## config.mk

```make
export PLATFORM = sky130hd
export DESIGN_NAME = ll_fifo_rr_drain
export DESIGN_NICKNAME = d
export VERILOG_FILES = /design/src/rtl/ll_fifo_pkg.sv /design/src/rtl/ll_fifo_rr_drain_rr_arbiter.sv /design/src/rtl/ll_fifo_rr_drain.sv
export SDC_FILE = /design/constraint.sdc
export NUM_CORES = 1
export LEC_CHECK = 0
export ABC_CLOCK_PERIOD_IN_PS = 1300
export CORE_MARGIN = 5
export CORE_UTILIZATION = 45
export DETAILED_ROUTE_END_ITERATION = 16
export HOLD_SLACK_MARGIN = 0.05
export PLACE_DENSITY = 0.73
export SLEW_MARGIN = 30
export SYNTH_ARGS = -nofsm -noshare
export SYNTH_HDL_FRONTEND = slang
export SYNTH_HIERARCHICAL = 1
export SYNTH_SLANG_ARGS = --single-unit
```

## constraint.sdc

```tcl
create_clock -name clk -period 1.3 [get_ports clk]
set_input_delay 0.13 -clock clk [delete_from_list [all_inputs] [get_ports clk]]
set_output_delay 0.13 -clock clk [all_outputs]
set_load 0.05 [all_outputs]
```

## src/rtl/ll_fifo_pkg.sv

```systemverilog
// Shared definitions for the linked-list fifo slice: parameter defaults and
// queue-id sizing used by the fifo and its drain stage.
package ll_fifo_pkg;

  localparam int unsigned WIDTH_DEF     = 8;
  localparam int unsigned NUM_FIFOS_DEF = 2;
  localparam int unsigned BURST_DEF     = 2;

  // Queue-id width; never below one bit so a 2-queue fifo still has a select.
  function automatic int unsigned sel_width(input int unsigned n);
    return (n <= 2) ? 1 : $clog2(n);
  endfunction

  localparam int unsigned SEL_WIDTH_DEF = sel_width(NUM_FIFOS_DEF);

  typedef logic [SEL_WIDTH_DEF-1:0] qid_t;

endpackage

```

## src/rtl/ll_fifo_rr_drain_rr_arbiter.sv

```systemverilog
// Combinational round-robin picker: first asserted request scanning upward
// from the pointer with wrap, reported as an encoded index plus a valid flag.
module rr_arbiter #(
  parameter int unsigned N  = 2,
  parameter int unsigned SW = 1
) (
  input  logic [N-1:0]  req_i,
  input  logic [SW-1:0] ptr_i,
  output logic [SW-1:0] gnt_idx_o,
  output logic          any_o
);

  always_comb begin : scan
    int unsigned idx;
    logic        found;
    idx       = 0;
    found     = 1'b0;
    gnt_idx_o = ptr_i;
    for (int unsigned k = 0; k < N; k++) begin
      idx = (32'(ptr_i) + k) % N;
      if (!found && req_i[idx]) begin
        found     = 1'b1;
        gnt_idx_o = SW'(idx);
      end
    end
    any_o = found;
  end

endmodule

```

## src/rtl/ll_fifo_rr_drain.sv

```systemverilog
// Drain stage for the shared linked-list fifo: round-robin pops with a
// per-queue burst limit into a 2-entry skid buffer feeding a valid/ready stream.
module ll_fifo_rr_drain
  import ll_fifo_pkg::*;
#(
  parameter int unsigned WIDTH     = WIDTH_DEF,
  parameter int unsigned NUM_FIFOS = NUM_FIFOS_DEF,
  parameter int unsigned BURST     = BURST_DEF,
  parameter int unsigned SEL_WIDTH = sel_width(NUM_FIFOS)
) (
  input  logic                 clk,
  input  logic                 rst,
  input  logic [NUM_FIFOS-1:0] fifo_empty,
  input  logic [WIDTH-1:0]     fifo_data,
  output logic                 pop,
  output logic [SEL_WIDTH-1:0] pop_sel,
  output logic                 out_valid,
  input  logic                 out_ready,
  output logic [WIDTH-1:0]     out_data,
  output logic [SEL_WIDTH-1:0] out_qid
);

  localparam int unsigned CNT_W = $clog2(BURST + 1);

  logic [SEL_WIDTH-1:0] rr_ptr_q, rr_ptr_d, grant;
  logic [CNT_W-1:0]     burst_cnt_q, burst_cnt_d, consec;
  logic [1:0]           count_q, count_d;
  logic [WIDTH-1:0]     data_q [2];
  logic [WIDTH-1:0]     data_d [2];
  logic [SEL_WIDTH-1:0] qid_q  [2];
  logic [SEL_WIDTH-1:0] qid_d  [2];
  logic                 any_req, space, deq, wr_slot;

  rr_arbiter #(.N(NUM_FIFOS), .SW(SEL_WIDTH)) u_arb (
    .req_i    (~fifo_empty),
    .ptr_i    (rr_ptr_q),
    .gnt_idx_o(grant),
    .any_o    (any_req)
  );

  assign space     = (count_q != 2'd2);
  assign pop       = !rst && space && any_req;
  assign pop_sel   = pop ? grant : rr_ptr_q;
  assign out_valid = (count_q != 2'd0);
  assign out_data  = data_q[0];
  assign out_qid   = qid_q[0];
  assign deq       = out_valid && out_ready;

  always_comb begin
    rr_ptr_d    = rr_ptr_q;
    burst_cnt_d = burst_cnt_q;
    consec      = (grant == rr_ptr_q) ? burst_cnt_q + CNT_W'(1) : CNT_W'(1);
    if (pop) begin
      if (consec == CNT_W'(BURST)) begin
        rr_ptr_d    = (grant == SEL_WIDTH'(NUM_FIFOS - 1)) ? '0 : grant + SEL_WIDTH'(1);
        burst_cnt_d = '0;
      end else begin
        rr_ptr_d    = grant;
        burst_cnt_d = consec;
      end
    end
  end

  // Dequeue shifts entry 1 down; a push lands in slot 1 only when an entry stays behind.
  always_comb begin
    data_d  = data_q;
    qid_d   = qid_q;
    wr_slot = (count_q == 2'd1) && !deq;
    if (deq) begin
      data_d[0] = data_q[1];
      qid_d[0]  = qid_q[1];
    end
    if (pop) begin
      data_d[wr_slot] = fifo_data;
      qid_d[wr_slot]  = grant;
    end
    count_d = count_q + 2'(pop) - 2'(deq);
  end

  always_ff @(posedge clk) begin
    if (rst) begin
      rr_ptr_q    <= '0;
      burst_cnt_q <= '0;
      count_q     <= '0;
      data_q[0]   <= '0;
      data_q[1]   <= '0;
      qid_q[0]    <= '0;
      qid_q[1]    <= '0;
    end else begin
      rr_ptr_q    <= rr_ptr_d;
      burst_cnt_q <= burst_cnt_d;
      count_q     <= count_d;
      data_q      <= data_d;
      qid_q       <= qid_d;
    end
  end

`ifdef FORMAL
  always_comb begin
    if (pop) assert (!fifo_empty[pop_sel]);
    assert (count_q <= 2'd2);
    assert (out_valid == (count_q != 2'd0));
    assert (32'(rr_ptr_q) < NUM_FIFOS);
    assert (32'(burst_cnt_q) < BURST);
  end
`endif

endmodule

```

# Yosys cells after proc, flatten, opt, wreduce, memory -nomap -nowiden

Cells that the tools add are included.

Register bits after elaboration: 23
Bits in latches: 0
Memory bits (writable): 0
Memory bits (read-only): 0
Output and inout port bits: 12
Logic and storage cells: 54
Memories kept: 0

$add $sub $neg: 5
Multipliers: 0
Div/mod/pow operators: 0
$lt $le $gt $ge: 4
Eq/ne operators: 4
Shift-type cells: 0
Mux-type cells: 22
Bitwise operators: 2
Reduce and logical (&&, ||, !) cells: 10

Operators with widths:

| cell                                                        | number |
|---|---|
| bitwise mux 16 bit                                          | 1 |
| 2-to-1 mux 16 bit                                           | 1 |
| 2-to-1 mux 8 bit                                            | 2 |
| 2-to-1 mux 1 bit                                            | 12 |
| demux 8 bit (select 1 bit)                                  | 1 |
| logical AND 1 bit                                           | 6 |
| 2-to-1 mux 2 bit                                            | 3 |
| less-than comparator 1 x 2 -> 1 bit (second input constant) | 2 |
| zero test 1 bit                                             | 3 |
| adder 1 bit (second input constant)                         | 2 |
| adder 2 x 1 -> 2 bit                                        | 1 |
| adder 2 x 1 -> 2 bit (second input constant)                | 1 |
| bitwise mux 2 bit                                           | 1 |
| equality test 2 x 1 -> 1 bit (second input constant)        | 1 |
| equality test 2 bit (second input constant)                 | 1 |
| greater-or-equal comparator 2 bit (second input constant)   | 1 |
| less-than comparator 2 x 1 -> 1 bit (second input constant) | 1 |
| != test 2 bit (second input constant)                       | 1 |
| inverter 1 -> 2 bit                                         | 1 |
| inverter 2 bit                                              | 1 |
| nonzero test 2 bit                                          | 1 |
| subtractor 2 x 1 -> 2 bit                                   | 1 |
| demux 1 bit (select 1 bit)                                  | 1 |
| equality test 1 bit                                         | 1 |

# Depth between registers and ports, before layout

Gate-level depths: netlist (run 1).

Depth after elaboration: 11
Mapped depth: 7
Gate-level depth less buffers: 6

# By module

Netlist (run 1), hierarchy kept.

Modules (own cells, without submodules):

| module           | times used | cells an instance | area each (um^2) | sequential area each (um^2) |
|---|---|---|---|---|
| ll_fifo_rr_drain | 1          | 126               | 1192.4           | 460.4 |
| rr_arbiter       | 1          | 3                 | 21.3             | 0.0 |

# Worst setup path before layout (run 1)

Ideal clock, no wire load.

Path type: reg2out
From: register count_q[1]
To: output port pop_sel
Arrival time: 1.724 ns
Required time: 1.170 ns
Setup slack: -0.554 ns
Stages on the path, launching flop included: 6
Buffers on the path: 2
Path through: dfxtp_1 buf_2 nor2b_1 buf_4 nor2_2 mux2_2

Word-level cells in the longest chain between the ends: 4

RTL lines:

| what                           | line                   | source |
|---|---|---|
| start, declared                | ll_fifo_rr_drain.sv:27 | `logic [1:0] count_q, count_d;` |
| start signal, assigned         | ll_fifo_rr_drain.sv:92 | `count_q <= count_d;` |
| != test 2 bit                  | ll_fifo_rr_drain.sv:41 | `assign space = (count_q != 2'd2);` |
| logical AND 1 bit (2 in a row) | ll_fifo_rr_drain.sv:42 | `assign pop = !rst && space && any_req;` |
| via pop                        | ll_fifo_rr_drain.sv:15 | `output logic pop,` |
| 2-to-1 mux 1 bit               | ll_fifo_rr_drain.sv:43 | `assign pop_sel = pop ? grant : rr_ptr_q;` |
| end, declared                  | ll_fifo_rr_drain.sv:16 | `output logic [SEL_WIDTH-1:0] pop_sel,` |

The timed path passes the listed nets, and every way through them passes these cells.

# Worst setup path after layout (run 1)

From: register count_q[1]
To: output port pop_sel

Word-level cells in the longest chain between the ends: 4

RTL lines:

| what                           | line |
|---|---|
| != test 2 bit                  | ll_fifo_rr_drain.sv:41 |
| logical AND 1 bit (2 in a row) | ll_fifo_rr_drain.sv:42 |
| 2-to-1 mux 1 bit               | ll_fifo_rr_drain.sv:43 |

No other way between the ends.

==> results of run 1 <==
-- cells by family after synthesis --
kind of cell / share of synthesized area
and+or+nand+nor: 0.188
DFF: 0.379
xor gates and xnor gates: 0.00722
AOI/OAI and AO/OA: 0.210
muxes: 0.0918
buffers and inverters: 0.114
adders and majority gates: 0.00928
-- power by group --
group / switching, W / total [W] / internal (W) / leakage (nW)
clock: 0.000240 / 0.000356 / 0.000116 / 0.0177
combinational: 0.000329 / 0.000694 / 0.000365 / 0.613
sequential: 0.0000444 / 0.000797 / 0.000752 / 0.190
total: 0.000614 / 0.00185 / 0.00123 / 0.821
-- worst min-delay path, delay by kind of cell --
family | cells | cell delay [ns]
buffers and inverters | 1 | 0.42
and+or+nand+nor | 2 | 0.11
-- worst max path at each step --
stage / startpoint / end
after detailed placement: fifo_empty[1] / pop_sel
after floorplan: count_q[1]$_SDFF_PP0_ / pop_sel
after global placement: fifo_empty[1] / pop_sel
after CTS: rr_ptr_q$_SDFFE_PP0P_ / pop_sel
final: count_q[1]$_SDFF_PP0_ / pop_sel
after global routing: count_q[1]$_SDFF_PP0_ / pop_sel
-- placed cells by master (no fill, tap or decap), drive strengths merged, types with 4 or more instances in the layout --
master	count
dfxtp	23
o211ai	9
buf	41
mux2i	10
o2bb2ai	6
a21oi	8
o21ai	4
nand3	10
clkdlybuf4s50	10
nand2	8
inv	6
-- metal layers --
metal / vias up / part of all wire
met4: 0 / 0.014
met3: 5 / 0.063
met2: 29 / 0.53
met5: - / 0
met1: 514 / 0.39
li1: 539 / -
-- through the flow --
step | total power (W) | TNS (ns)
4_1_cts | 0.00183 | -0.528
3_3_place_gp | 0.00141 | -8.29
2_1_floorplan | 0.00115 | -0.243
3_5_place_dp | 0.00143 | -9.37
5_1_grt | 0.00193 | -0.832
6_report | 0.00185 | -0.479
-- timing repair --
action	CTS	global route
setup endpoints to repair	23	18
resized for setup	17	10
buffers inserted	2	3
cloned	0	0
pin swaps	4	8
-- layout make-up --
cell class | instances | area [um2]
clock buffers | 3 | 22.5
clock inverters | 1 | 5.00
fillers | 178 | 647
inverters | 6 | 22.5
multi-input cells | 83 | 696
flip-flops and latches | 23 | 469
well taps | 30 | 37.5
repair buffers | 53 | 623
==> flow_summary.yaml, run 1 <==
die:
  initial_core_util: 0.481
  io_pins: 25
  rows: 18
  die_w_um: 61.9
  die_area_um2: 3840
  die_y_um: 61.9
  coreArea_um2: 2520
worst_hold_path:
  hp-class: "in2reg"
  min_path_cells: 3
  hold_start: "fifo_data[0]"
drt:
  drtPass1Iterations: 4
  wl_per_cell_um: 15.3
  dr.first_iter.drc_count: 33
  drt.antenna.violating_nets: 0
  route.detailed.drc: 0
  vias: 1087
  wirelength_um: 3040
  avgViaCountPerCell: 5.46
grt:
  top_usage_layer: "met2"
  grt_usage: 0.173
  grt.overflow.total: 0
  use_met2: 0.314
  grt_pass1_vias: 1042
  grtUsageMet1: 0.190
  grt_pass1_wl_um: 4800
  grt_antenna_before_repair: 0
  use_met3: 0.0537
  grt_max_degree: 14
sta:
  finalHoldWorstSlack_ns: 0.359
  slew_headroom: 0.759
  period_share: 1.19
  setup-violations-final: 6
  skew_ns: 0.00350
  setup_slack_ns: -0.248
  hold_viol_final: 0
  finalMaxSlewViolations: 0
  worst_pin_slew_ns: 0.362
  layout_min_cycle_time_ns: 1.55
  rsz0062_at_grt: "true"
  fmax_ghz: 0.646
clock_network:
  hold_buffers: 0
  cts_tree: "yes"
  cts-root-buf: "clkbuf_4"
  h-tree-depth: 1
  numCtsBuffers: 3
  clk_pin_slew_ns: 0.14
  clock_latency_ns: 0.33
  clockBufferDepth: 2
  clock-sinks: 23
synth:
  ys_ff_latch: 23
  synth_commonest_cells: "23 x dfxtp_1, 10 x buf_4, 10 x mux2i_1"
  syn_area_um2: 1210
  synth_area_per_cell_um2: 9.41
  ys_warn_count: 6
  ys_top_cells_by_area: "dfxtp_1 38%, mux2i_1 8.2%, buf_4 6.2%, o211ai_1 5.6%, o2bb2ai_1 4.3%"
  synth_cells: 129
  yosysSeqAreaShare: 0.379
  async_flop_share: 0
  synth_top_cell_by_area: "dfxtp_1"
  synth_top_area_frac: 0.379
  yosys_most_used_dff: "dfxtp_1"
  synth_nets: 142
  synth-edff-count: 0
  synth_most_common_cell: "dfxtp_1"
  ys_types: 34
flow_run:
  cap_violations: 0
placement:
  portBuffers: 24
  dp_cells: 191
  gp_routability_congestion: 0.853
  post-dp-hpwl_um: 2160
  dp_slack_ns: -0.460
  placed_cell_area_um2: 1720
critical_path:
  ff2ff_path_depth: 5
  path_buf_inv: 1
  critical_path.reg2reg.endpoint: "burst_cnt_q[1]$_SDFFE_PP0P_"
  reg2reg_from: "rr_ptr_q$_SDFFE_PP0P_"
  crit_type: "reg2out"
  r2r_slack_ns: -0.07
  critPathRequiredTime_ns: 1.17
  cp_data_arrival_time_ns: 1.42
  end_kind: "output pin"
  crit_path_cell_trace: "nor2b_4 > nor2_4 > mux2_4 > buf_8"
  critical_path.top_delay_family: "flip-flops"
  slowest_stage: "dfxtp_4"
  path_depth: 4
  slowest_delay_ns: 0.39
  cp_max_fo: 5
  critPathLaunchType: "flip-flop"
power:
  vdd_drop_max_mv: 0.924
  p_leak_nw: 0.821
  power.density_nw_per_um2: 984
finish:
  n_antenna_cell: 0
  stdcell_area_um2: 1880
  final_cells: 199
  layout-drive-gt1-share: 0.402
  area_growth_syn_to_layout_pct: 54.5
  final_util: 0.744
  nNetsFinal: 183
outcome:
  status: "complete, but fails checks"
  violations: "setup timing"
(Power assumes the default switching activity.)
==> inputs of run 2 (changes only) <==
Settings changed: CORE_UTILIZATION 45 to 40, PLACE_DENSITY 0.73 to 0.66.
==> run 2 against run 1 <==
- the flow still finishes with violations (setup timing)
- sequential share of layout area is 1.1 points lower
- sequential cell count stayed put
- cell count is 4.5% higher
- combinational power is 6.2% higher
- first-iteration DRC count is 67% lower
- sequential power hardly changed
- die area is 10% higher
- highest routed layer unchanged
==> flow_summary.yaml, run 2 (same netlist as run 1, synthesis figures left out) <==
sta:
  final.setup.tns_ns: -1.34
  setup-violations-final: 19
  setup_slack_ns: -0.231
  fmax_ghz: 0.653
  finalHoldWorstSlack_ns: 0.386
  period_share: 1.18
  slew_headroom: 0.731
  hold_viol_final: 0
  worst_pin_slew_ns: 0.403
  rsz0062_at_grt: "true"
  skew_ns: 0.00241
  finalMaxSlewViolations: 0
  layout_min_cycle_time_ns: 1.53
placement:
  gp_routability_congestion: 0.791
  portBuffers: 24
  post-dp-hpwl_um: 2290
  placed_cell_area_um2: 1740
critical_path:
  slowest_delay_ns: 0.38
  cp_data_arrival_time_ns: 1.40
  r2r_slack_ns: -0.09
  critPathRequiredTime_ns: 1.17
  crit_type: "reg2out"
  ff2ff_path_depth: 7
  cp_max_fo: 3
  crit_path_cell_trace: "nor2b_4 > nor2_4 > mux2_4 > buf_8"
  reg2reg_from: "count_q[1]$_SDFF_PP0_"
  critPathLaunchType: "flip-flop"
  end_kind: "output pin"
  slowest_stage: "dfxtp_4"
outcome:
  violations: "setup timing"
  status: "complete, but fails checks"
grt:
  grt_pass1_wl_um: 5500
  grt_pass1_vias: 1219
  grt_max_degree: 14
  grt.overflow.total: 0
  grt_antenna_before_repair: 0
  grt_usage: 0.165
worst_hold_path:
  hold_start: "fifo_data[3]"
  min_path_cells: 3
  hp-class: "in2reg"
finish:
  layout-drive-gt1-share: 0.446
  stdcell_area_um2: 1960
  n_antenna_cell: 0
  nNetsFinal: 189
  regArea_um2: 469
  fillers: 226
  final_cell_mix: "21 x buf_4, 20 x dfxtp_1, 14 x buf_12"
  final_common_cell: "buf_4"
  multi_input_area_um2: 719
  area_growth_syn_to_layout_pct: 61.8
clock_network:
  clock_latency_ns: 0.32
  hold_buffers: 0
  cts_tree: "yes"
  clk_pin_slew_ns: 0.13
  clock-sinks: 23
  cts-root-buf: "clkbuf_4"
  clockBufferDepth: 2
  numCtsBuffers: 3
  h-tree-depth: 1
drt:
  wl_per_cell_um: 15.8
  wirelength_um: 3290
  drt.antenna.violating_nets: 0
  vias: 1153
  route.detailed.drc: 0
  avgViaCountPerCell: 5.54
  dr.first_iter.drc_count: 11
  drtPass1Iterations: 4
die:
  die_area_um2: 4240
  io_pins: 25
  die_w_um: 65.1
  initial_core_util: 0.408
  die_y_um: 65.1
  rows: 20
  coreArea_um2: 2980
power:
  power.density_nw_per_um2: 957
  total_power_w: 0.00188
  vdd_drop_max_mv: 0.431
  p_leak_nw: 0.858
flow_run:
  cap_violations: 0
-- run 2: routing by layer --
metal | GRT usage | up-vias | wire [um]
met2 | 0.321 | 28 | 1770
met3 | 0.0312 | 10 | 128
met1 | 0.178 | 554 | 1300
met5 | 0 | - | 0
li1 | - | 561 | -
met4 | 0.0492 | 0 | 89
-- run 2: area by class of cell --
cell class	instances	area share
flip-flops and latches	23	0.239
well taps	33	0.0210
clock inverters	1	0.00255
clock buffers	3	0.0115
inverters	6	0.0115
repair buffers	58	0.348
multi-input cells	84	0.366
-- run 2: how the worst max path moves through the flow --
| stage | depth (start not counted) | endpoint | slack (ns) | from |
|---|---|---|---|---|
| finish | 4 | pop_sel | -0.23 | count_q[1]$_SDFF_PP0_ |
| global route | 4 | pop_sel | -0.28 | count_q[1]$_SDFF_PP0_ |
| CTS | 3 | pop_sel | -0.23 | rr_ptr_q$_SDFFE_PP0P_ |
| detailed placement | 7 | burst_cnt_q[1]$_SDFFE_PP0P_ | -0.50 | fifo_empty[1] |
| global placement | 7 | pop_sel | -0.42 | fifo_empty[1] |
| floorplan | 5 | pop_sel | -0.24 | count_q[1]$_SDFF_PP0_ |
-- run 2: worst max-delay path: cells and delay by family (launching register included) --
family	cells	cell delay [ns]
flops	1	0.38
mux	1	0.31
simple gates	2	0.24
buf+inv	1	0.15
-- run 2: power by group --
| part | internal, W | switching [W] |
|---|---|---|
| Clock | 0.000115 | 0.000231 |
| Sequential | 0.000752 | 0.0000437 |
| Combinational | 0.000393 | 0.000344 |
| Total | 0.00126 | 0.000618 |
-- run 2: what timing repair did --
item | CTS | global route
setup endpoints to repair | 25 | 26
cloned | 1 | 0
buffers inserted | 10 | 1
gates resized for setup | 31 | 9
pin swaps | 9 | 13
-- run 2: stage by stage --
| step | util | worst slack (ns) | cells |
|---|---|---|---|
| floorplan | - | -0.243 | 129 |
| detailed placement | 0.583 | -0.496 | 196 |
| global placement | 0.583 | -0.416 | 196 |
| CTS | 0.652 | -0.226 | 209 |
| global route | 0.659 | -0.280 | 208 |
| finish | 0.659 | -0.231 | 208 |
